`src/rtl/mem_stage.sv`:
```
// Memory-access stage: waits for data-SRAM responses, aligns and extends
// load data, and hands the result to WB over a valid/allowin handshake.
// Responses that belong to cancelled instructions are counted and dropped.
module mem_stage (
  input  logic        clk,
  input  logic        resetn,
  input  logic        ex_to_mem_valid,
  output logic        mem_allowin,
  input  logic [31:0] ex_pc,
  input  logic [37:0] ex_rf_all,
  input  logic [3:0]  ex_ld_op,
  input  logic        ex_req_issued,
  input  logic [6:0]  ex_exc_rf,
  input  logic [31:0] ex_fault_vaddr,
  input  logic        data_sram_data_ok,
  input  logic [31:0] data_sram_rdata,
  input  logic        wb_allowin,
  input  logic        cancel,
  output logic        mem_to_wb_valid,
  output logic [31:0] mem_pc,
  output logic [37:0] mem_rf_all,
  output logic [6:0]  mem_exc_rf,
  output logic [31:0] mem_fault_vaddr,
  output logic [38:0] mem_fwd,
  output logic        mem_exc_pending
);

  localparam int unsigned XLEN   = 32;
  localparam int unsigned DISC_W = 2;
  localparam int unsigned SUM_W  = 3;

  // control state
  logic              mem_valid;
  logic              req_pending;
  logic              buf_valid;
  logic [XLEN-1:0]   buf_data;
  logic [DISC_W-1:0] discard_cnt;

  // latched instruction payload
  logic [XLEN-1:0]   pc_q;
  logic              rf_we_q;
  logic [4:0]        rf_waddr_q;
  logic [XLEN-1:0]   alu_q;
  logic [3:0]        ld_op_q;
  logic [6:0]        exc_rf_q;
  logic [XLEN-1:0]   fault_q;

  logic              resp_hit;
  logic              resp_drop;
  logic              consume;
  logic              ready_go;
  logic              accept;
  logic              leave;
  logic [DISC_W-1:0] discard_nxt;
  logic [XLEN-1:0]   rf_wdata;
  logic              mem_blk;

  // A response reaches this instruction only once all stale ones are dropped
  assign resp_hit  = data_sram_data_ok & (discard_cnt == DISC_W'(0));
  assign resp_drop = data_sram_data_ok & (discard_cnt != DISC_W'(0));
  assign consume   = resp_hit & req_pending;
  assign ready_go  = ~req_pending | resp_hit;

  assign mem_to_wb_valid = mem_valid & ready_go & ~cancel;
  assign mem_allowin     = ~mem_valid | (ready_go & wb_allowin) | cancel;
  assign accept          = ex_to_mem_valid & mem_allowin & ~cancel;
  assign leave           = mem_valid & ready_go & wb_allowin;

  // Count of stale responses: grows on cancel for every in-flight request
  always_comb begin
    logic [SUM_W-1:0] sum;
    sum         = SUM_W'(0);
    discard_nxt = discard_cnt;
    if (cancel) begin
      sum = SUM_W'(discard_cnt)
          + SUM_W'(req_pending & ~resp_hit)
          + SUM_W'(ex_to_mem_valid & ex_req_issued)
          - SUM_W'(resp_drop);
      discard_nxt = (sum > SUM_W'(2)) ? DISC_W'(2) : sum[DISC_W-1:0];
    end else if (resp_drop) begin
      discard_nxt = discard_cnt - DISC_W'(1);
    end
  end

  // Load data alignment and extension; buffered data wins over live rdata
  always_comb begin
    logic [XLEN-1:0] raw;
    logic [7:0]      byte_sel;
    logic [15:0]     half_sel;
    logic            sext;
    raw      = buf_valid ? buf_data : data_sram_rdata;
    byte_sel = raw[7:0];
    half_sel = alu_q[1] ? raw[31:16] : raw[15:0];
    case (alu_q[1:0])
      2'd0:    byte_sel = raw[7:0];
      2'd1:    byte_sel = raw[15:8];
      2'd2:    byte_sel = raw[23:16];
      default: byte_sel = raw[31:24];
    endcase
    sext = ~ld_op_q[0];
    case (ld_op_q[2:1])
      2'd0:    rf_wdata = {{24{sext & byte_sel[7]}}, byte_sel};
      2'd1:    rf_wdata = {{16{sext & half_sel[15]}}, half_sel};
      default: rf_wdata = raw;
    endcase
    if (!ld_op_q[3]) rf_wdata = alu_q;
  end

  assign mem_blk         = mem_valid & ld_op_q[3] & req_pending & ~resp_hit;
  assign mem_pc          = pc_q;
  assign mem_rf_all      = {rf_we_q, rf_waddr_q, rf_wdata};
  assign mem_exc_rf      = exc_rf_q;
  assign mem_fault_vaddr = fault_q;
  assign mem_fwd         = {mem_blk, rf_we_q & mem_valid, rf_waddr_q, rf_wdata};
  assign mem_exc_pending = mem_valid & (|exc_rf_q);

  // Occupancy, pending-response and buffer-valid tracking
  always_ff @(posedge clk or negedge resetn) begin
    if (!resetn) begin
      mem_valid   <= 1'b0;
      req_pending <= 1'b0;
      buf_valid   <= 1'b0;
      discard_cnt <= DISC_W'(0);
    end else begin
      discard_cnt <= discard_nxt;
      if (cancel) begin
        mem_valid   <= 1'b0;
        req_pending <= 1'b0;
        buf_valid   <= 1'b0;
      end else if (accept) begin
        mem_valid   <= 1'b1;
        req_pending <= ex_req_issued;
        buf_valid   <= 1'b0;
      end else if (leave) begin
        mem_valid   <= 1'b0;
        req_pending <= 1'b0;
      end else if (consume) begin
        buf_valid   <= 1'b1;
        req_pending <= 1'b0;
      end
    end
  end

  // Hold a consumed response while WB is stalled
  always_ff @(posedge clk or negedge resetn) begin
    if (!resetn) begin
      buf_data <= '0;
    end else if (consume && !wb_allowin && !cancel) begin
      buf_data <= data_sram_rdata;
    end
  end

  // Instruction payload capture on entry
  always_ff @(posedge clk or negedge resetn) begin
    if (!resetn) begin
      pc_q       <= '0;
      rf_we_q    <= 1'b0;
      rf_waddr_q <= '0;
      alu_q      <= '0;
      ld_op_q    <= '0;
      exc_rf_q   <= '0;
      fault_q    <= '0;
    end else if (accept) begin
      pc_q       <= ex_pc;
      rf_we_q    <= ex_rf_all[37];
      rf_waddr_q <= ex_rf_all[36:32];
      alu_q      <= ex_rf_all[31:0];
      ld_op_q    <= ex_ld_op;
      exc_rf_q   <= ex_exc_rf;
      fault_q    <= ex_fault_vaddr;
    end
  end

endmodule

```
`config.mk`:
```
export PLATFORM = sky130hd
export DESIGN_NAME = mem_stage
export DESIGN_NICKNAME = d
export VERILOG_FILES = /design/src/rtl/mem_stage.sv
export SDC_FILE = /design/constraint.sdc
export NUM_CORES = 1
export LEC_CHECK = 0
export CORE_MARGIN = 2
export CORE_UTILIZATION = 45
export DETAILED_ROUTE_END_ITERATION = 10
export GPL_ROUTABILITY_DRIVEN = 0
export PLACE_DENSITY = 0.82
export SETUP_SLACK_MARGIN = 0.02
export SYNTH_ARGS = -nofsm -noshare
export SYNTH_HDL_FRONTEND = slang
export SYNTH_SLANG_ARGS = --single-unit
export TNS_END_PERCENT = 20
```
`constraint.sdc`:
```
create_clock -name clk -period 2.7 [get_ports clk]
set_input_delay 0.54 -clock clk [delete_from_list [all_inputs] [get_ports clk]]
set_output_delay 0.54 -clock clk [all_outputs]
set_load 0.02 [all_outputs]
```
---- Yosys cells after proc, flatten, opt, wreduce, memory -nomap -nowiden ----
Index checks and enable logic that the tools add are counted.
storage, ports and cells
  register bits ........................... 150
  bits in latches ......................... 0
  RAM bits ................................ 0
  memory bits (read-only) ................. 0
  input port bits ......................... 152
  output and inout bits ................... 151
  word-level logic and storage cells ...... 81
  memories kept ........................... 0
operators by class
  add/sub/neg operators ................... 4
  $mul .................................... 0
  divide/modulo/power cells ............... 0
  magnitude comparators ................... 1
  equal/unequal tests ..................... 4
  shifts and indexed selects .............. 0
  muxes and demuxes ....................... 19
  bitwise logic cells ..................... 27
  reduce and logical (&&, ||, !) cells .... 14
operator list
  kind                                                                   count
  32-bit 2-to-1 mux                                                      2
  32-bit one-hot mux with 2 select lines                                 1
  8-bit one-hot mux with 3 select lines                                  1
  1-bit AND                                                              17
  16-bit 2-to-1 mux                                                      1
  1-bit 2-to-1 mux                                                       11
  7-bit OR reduction                                                     1
  2-bit zero test                                                        3
  2-bit 2-to-1 mux                                                       3
  3-bit nonzero test                                                     2
  1-bit inverter                                                         5
  2-bit by 1-bit == test with 1-bit output (second input constant)       2
  2-bit nonzero test                                                     2
  4-bit nonzero test                                                     1
  2-bit by 3-bit adder with 3-bit output                                 1
  3-bit by 1-bit adder with 3-bit output                                 1
  1-bit by 3-bit AND with 3-bit output                                   1
  3-bit by 2-bit > comparator with 1-bit output (second input constant)  1
  3-bit inequality test (second input constant)                          1
  1-bit inverter with 3-bit output                                       1
  1-bit bitwise OR                                                       3
  3-bit by 1-bit subtractor with 3-bit output                            1
  2-bit == test (second input constant)                                  1
  1-bit logical AND                                                      2
  3 further kinds                                                        4

---- Logic depth before layout (Yosys ltp) ----
  word-level depth ........................ 10
  depth in mapped cells ................... 12
  depth with buffers taken out ............ 12

---- Least setup slack after synthesis ----
No wires, ideal clock.
  path type ............................... reg-to-output
  start point ............................. register buf_valid
  end point ............................... output port mem_rf_all[26]
  arrival time ............................ 2.071 ns
  data required time ...................... 2.160 ns
  slack ................................... 0.089 ns
  cell stages (with the launch flop) ...... 9
  path buffers ............................ 4
  cells stage by stage .................... dfrtp_1 > buf_4 > buf_6 > buf_4 > mux2_2 > nand2_1 > and3_1 > a21boi_0 > buf_4
between the ends
  word-level cells in the longest chain between the ends .. 5
  elaborated cells between the ends (all ways) .. 7
  those cells by class .................... mux: 5; bitwise: 2
ends and longest elaborated chain
  element                                                                            line      text
  start: declaration                                                                 35        logic buf_valid;
  start signal: assignment                                                           122       buf_valid <= 1'b0;
  start signal: assignment                                                           129       buf_valid <= 1'b0;
  start signal: assignment                                                           133       buf_valid <= 1'b0;
  32-bit 2-to-1 mux (*)                                                              91        raw = buf_valid ? buf_data : data_sram_rdata;
  8-bit one-hot mux with 3 select lines / 16-bit 2-to-1 mux (equally long branches)  94, 93
  1-bit AND (on tied branches)                                                       102, 103
  32-bit one-hot mux with 2 select lines (*)                                         101       case (ld_op_q[2:1])
  32-bit 2-to-1 mux (*)                                                              106       if (!ld_op_q[3]) rf_wdata = alu_q;
  end: declaration                                                                   21        output logic [37:0] mem_rf_all,
Every way passes the cells marked *; elsewhere a longest branch is shown, timed or not.

---- Worst setup path in the final report ----
  start point ............................. register buf_valid
  end point ............................... output port mem_fwd[7]
between the ends
  word-level cells in the longest chain between the ends .. 4
  elaborated cells between the ends (all ways) .. 5
  those cells by class .................... mux: 5
ends and longest elaborated chain
  element                                                                            line    text
  32-bit 2-to-1 mux (*)                                                              91
  8-bit one-hot mux with 3 select lines / 16-bit 2-to-1 mux (equally long branches)  94, 93
  32-bit one-hot mux with 2 select lines (*)                                         101
  32-bit 2-to-1 mux (*)                                                              106
  end: declaration                                                                   24      output logic [38:0] mem_fwd,
Marks and branches as above.

==> flow_metrics.py <==
metrics = {
    "status": {
        "status": "finished, violations left",
        "violations": "setup timing",
    },
    "worst_setup_path": {
        "cp.required_ns": 2.16,
        "endpoint_kind": "primary output",
        "path_class": "register to primary output",
        "start_kind": "register",
        "arrival_ns": 2.26,
        "critPathMaxFanout": 4,
    },
    "sta": {
        "slew_violations": 0,
        "tightest_slew_ns": 0.6449,
        "fin_ws_ns": -0.09528,
        "finClkSkew_ns": 0.01274,
        "slew_headroom_pct": 57.01,
        "rsz0062_at_grt": "true",
        "hold_viol_final": 0,
        "post-route-period-util_pct": 103.5,
        "setup_violations": 34,
        "clock.fmax_mhz": 357.7,
        "period_needed_ns": 2.795,
    },
    "clock_tree": {
        "ctsHoldBuffers": 0,
        "cts_tree": "yes",
        "path_clk_slew_ns": 0.07,
        "cts_root_buf": "clkbuf_16",
        "max-clock-path-buffers": 2,
        "clk_latency_ns": 0.42,
        "ctsHtreeMaxLevel": 4,
        "clock_sinks": 150,
        "numCtsBuffers": 17,
    },
    "power": {
        "p_sw_mw": 3.029,
        "internal-power_mw": 5.851,
        "power_frac_clock_pct": 27.1,
        "power_frac_comb_pct": 39.5,
        "seqPwrFrac_pct": 33.4,
        "peakVddDrop_v": 0.0004676,
        "leakage_nw": 5.186,
        "switching_share_pct": 34.11,
        "power_density_mw_per_mm2": 747.9,
    },
    "grt": {
        "grt_max_degree": 66,
        "grtUsageTotal_pct": 24.75,
        "grt_antenna_before_repair": 0,
        "grt_pass1_vias": 6356,
        "grt_pass1_wl_um": 34680,
        "grt_overflow_total": 0,
    },
    "detailed_routing": {
        "dr_total_vias": 5960,
        "drc": 0,
        "top_layer": "met4",
        "drt_iter0_markers": 232,
        "wl_met1_um": 8635,
        "drt-total-wl_um": 22770,
        "wire_per_inst_um": 19.99,
        "routed-wl-met3_um": 2059,
        "avgViaCountPerCell": 5.233,
        "ant_nets": 0,
        "route.met2.wl_um": 11470,
        "drt-pass1-iter-count": 4,
    },
    "die": {
        "coreArea_mm2": 0.01724,
        "rows": 48,
        "die_area_mm2": 0.01864,
        "die_h_um": 136.5,
        "die_w_um": 136.5,
        "initial_core_util_pct": 45.86,
        "ioPinCount": 303,
    },
    "cells_and_area": {
        "diodes": 0,
        "layout-drive-gt1-share_pct": 41.03,
        "final_util_pct": 68.88,
        "fillerInstances": 1242,
        "nNetsFinal": 1057,
        "stdcell_area_mm2": 0.01187,
        "final_cell_mix": "clkdlybuf4s50_1, dfrtp_1, mux2_2",
        "layoutNonFillerInstCount": 1139,
        "area_growth_pct": 50.21,
        "layout_commonest_cell": "clkdlybuf4s50_1",
    },
    "placed_design": {
        "numPlacedInstances": 1100,
        "place_area_mm2": 0.01115,
        "io_buffers": 302,
        "dpl.hpwl_um": 16780,
    },
    "logic_synthesis": {
        "synth_edf_count": 0,
        "synth_nets": 762,
        "syn_area_per_cell_um2": 13.04,
        "synthDistinctLibCells": 47,
        "dominantRegCellSynth": "dfrtp_1",
        "async_reset_ff_share_pct": 100.0,
        "yosysSeqAreaShare_pct": 47.49,
        "synthCells": 606,
        "ys_warn_count": 0,
        "yosys_register_bits": 150,
        "syn_area_mm2": 0.007904,
    },
    "worst_hold_path": {
        "hp-class": "input pin to async pin",
    },
    "run": {
        "maxCapViolCount": 0,
    },
}
-- flip-flops by register name, summed over array words and instances, names as in the netlist --
name / cells
req_pending: 1
mem_fault_vaddr: 32
mem_pc: 32
buf_valid: 1
mem_valid: 1
ld_op_q: 4
mem_exc_rf: 7
buf_data: 32
rf_we_q: 1
rf_waddr_q: 5
alu_q: 32
discard_cnt: 2
-- metrics by stage --
stage | worst slack, ns | hold WS [ns] | power [mW] | setup TNS [ns]
floorplan | 0.08854 | 0.2444 | 4.992 | 0
detailed placement | -0.5839 | 0.4808 | 6.510 | -26.27
global route | -0.1804 | 0.1357 | 9.325 | -5.984
CTS | -0.1104 | 0.1220 | 8.838 | -1.687
global placement | -0.5719 | 0.4702 | 6.426 | -23.87
finish | -0.09528 | 0.09121 | 8.880 | -1.623
-- synth_stat cells (3+ instances only) --
cell type,n,share of area [%]
buf_6,10,1.4
mux2_4,70,13
mux2i_1,3,0.38
inv_1,7,0.33
and3_1,7,0.55
a21o_1,7,0.66
mux4_2,8,2.3
o22ai_1,11,0.87
buf_2,11,0.70
buf_4,42,4.0
a21boi_0,14,1.3
a31oi_1,16,1.3
a22oi_1,7,0.66
clkbuf_1,16,0.76
nand2b_1,3,0.24
a21oi_1,26,1.6
nor2_1,23,1.1
dfrtp_1,150,47
nand2_1,10,0.47
nor2b_1,11,0.87
o21ai_0,17,1.1
mux2_2,103,15
-- cell type report --
type,count,area [um^2],area share [%]
multi-input combinational,369,3801,32.02
clock buffer,18,429.2,3.615
timing repair buffer,356,3411,28.73
tap,225,281.5,2.371
sequential,150,3756,31.64
inverter,7,26.28,0.2213
clock inverter,14,167.7,1.412
-- critical path: stages (launching register included) --
cell,delay [ns]
dfrtp_2,0.43
buf_6,0.14
mux2i_2,0.17
a311oi_2,0.34
o21ai_4,0.13
buf_4,0.16
a41oi_4,0.29
buf_6,0.16
-- power groups by stage --
stage / clock network, mW / registers, mW / logic, mW
2_1_floorplan: 0 / 3.16 / 1.83
3_3_place_gp: 0 / 2.97 / 3.46
3_5_place_dp: 0 / 2.98 / 3.53
4_1_cts: 2.45 / 2.96 / 3.43
5_1_grt: 2.58 / 3.02 / 3.73
6_report: 2.41 / 2.96 / 3.51
-- per-layer routing --
metal / track usage (%) / vias up
li1: - / 2732
met1: 28.72 / 2948
met2: 41.50 / 244
met3: 9.111 / 36
met4: 9.954 / 0
met5: 0 / -
-- path summary, 6_finish.rpt --
check,start,end,slack [ns],cells past startpoint
worst max-delay path,buf_valid$_DFFE_PN0P_,mem_fwd[7],-0.1,7
max in group asynchronous,resetn,mem_pc[4]$_DFFE_PN0P_,1.89,2
min in group clk,buf_data[6]$_DFFE_PN0P_,buf_data[6]$_DFFE_PN0P_,0.50,1
worst max register to register,discard_cnt[1]$_DFFE_PN0P_,discard_cnt[0]$_DFFE_PN0P_,0.23,10
worst min register to register,buf_data[6]$_DFFE_PN0P_,buf_data[6]$_DFFE_PN0P_,0.50,1
worst min-delay path,resetn,buf_data[4]$_DFFE_PN0P_,0.09,1
-- kinds of logic after synthesis --
logic type / synth area share (%)
muxes: 30.77
DFF: 47.49
AOI/OAI and AO/OA: 8.881
buffers and inverters: 7.250
and+or+nand+nor: 4.559
adders and majority gates: 0.8231
xor gates and xnor gates: 0.2217
-- timing repair --
item | in CTS | in global routing
gates resized for setup | 325 | 62
cloned | 1 | 0
setup endpoints to repair | 67 | 64
pin swaps | 2 | 5
buffers inserted | 4 | 3
Power figures use the tool's default switching activity.
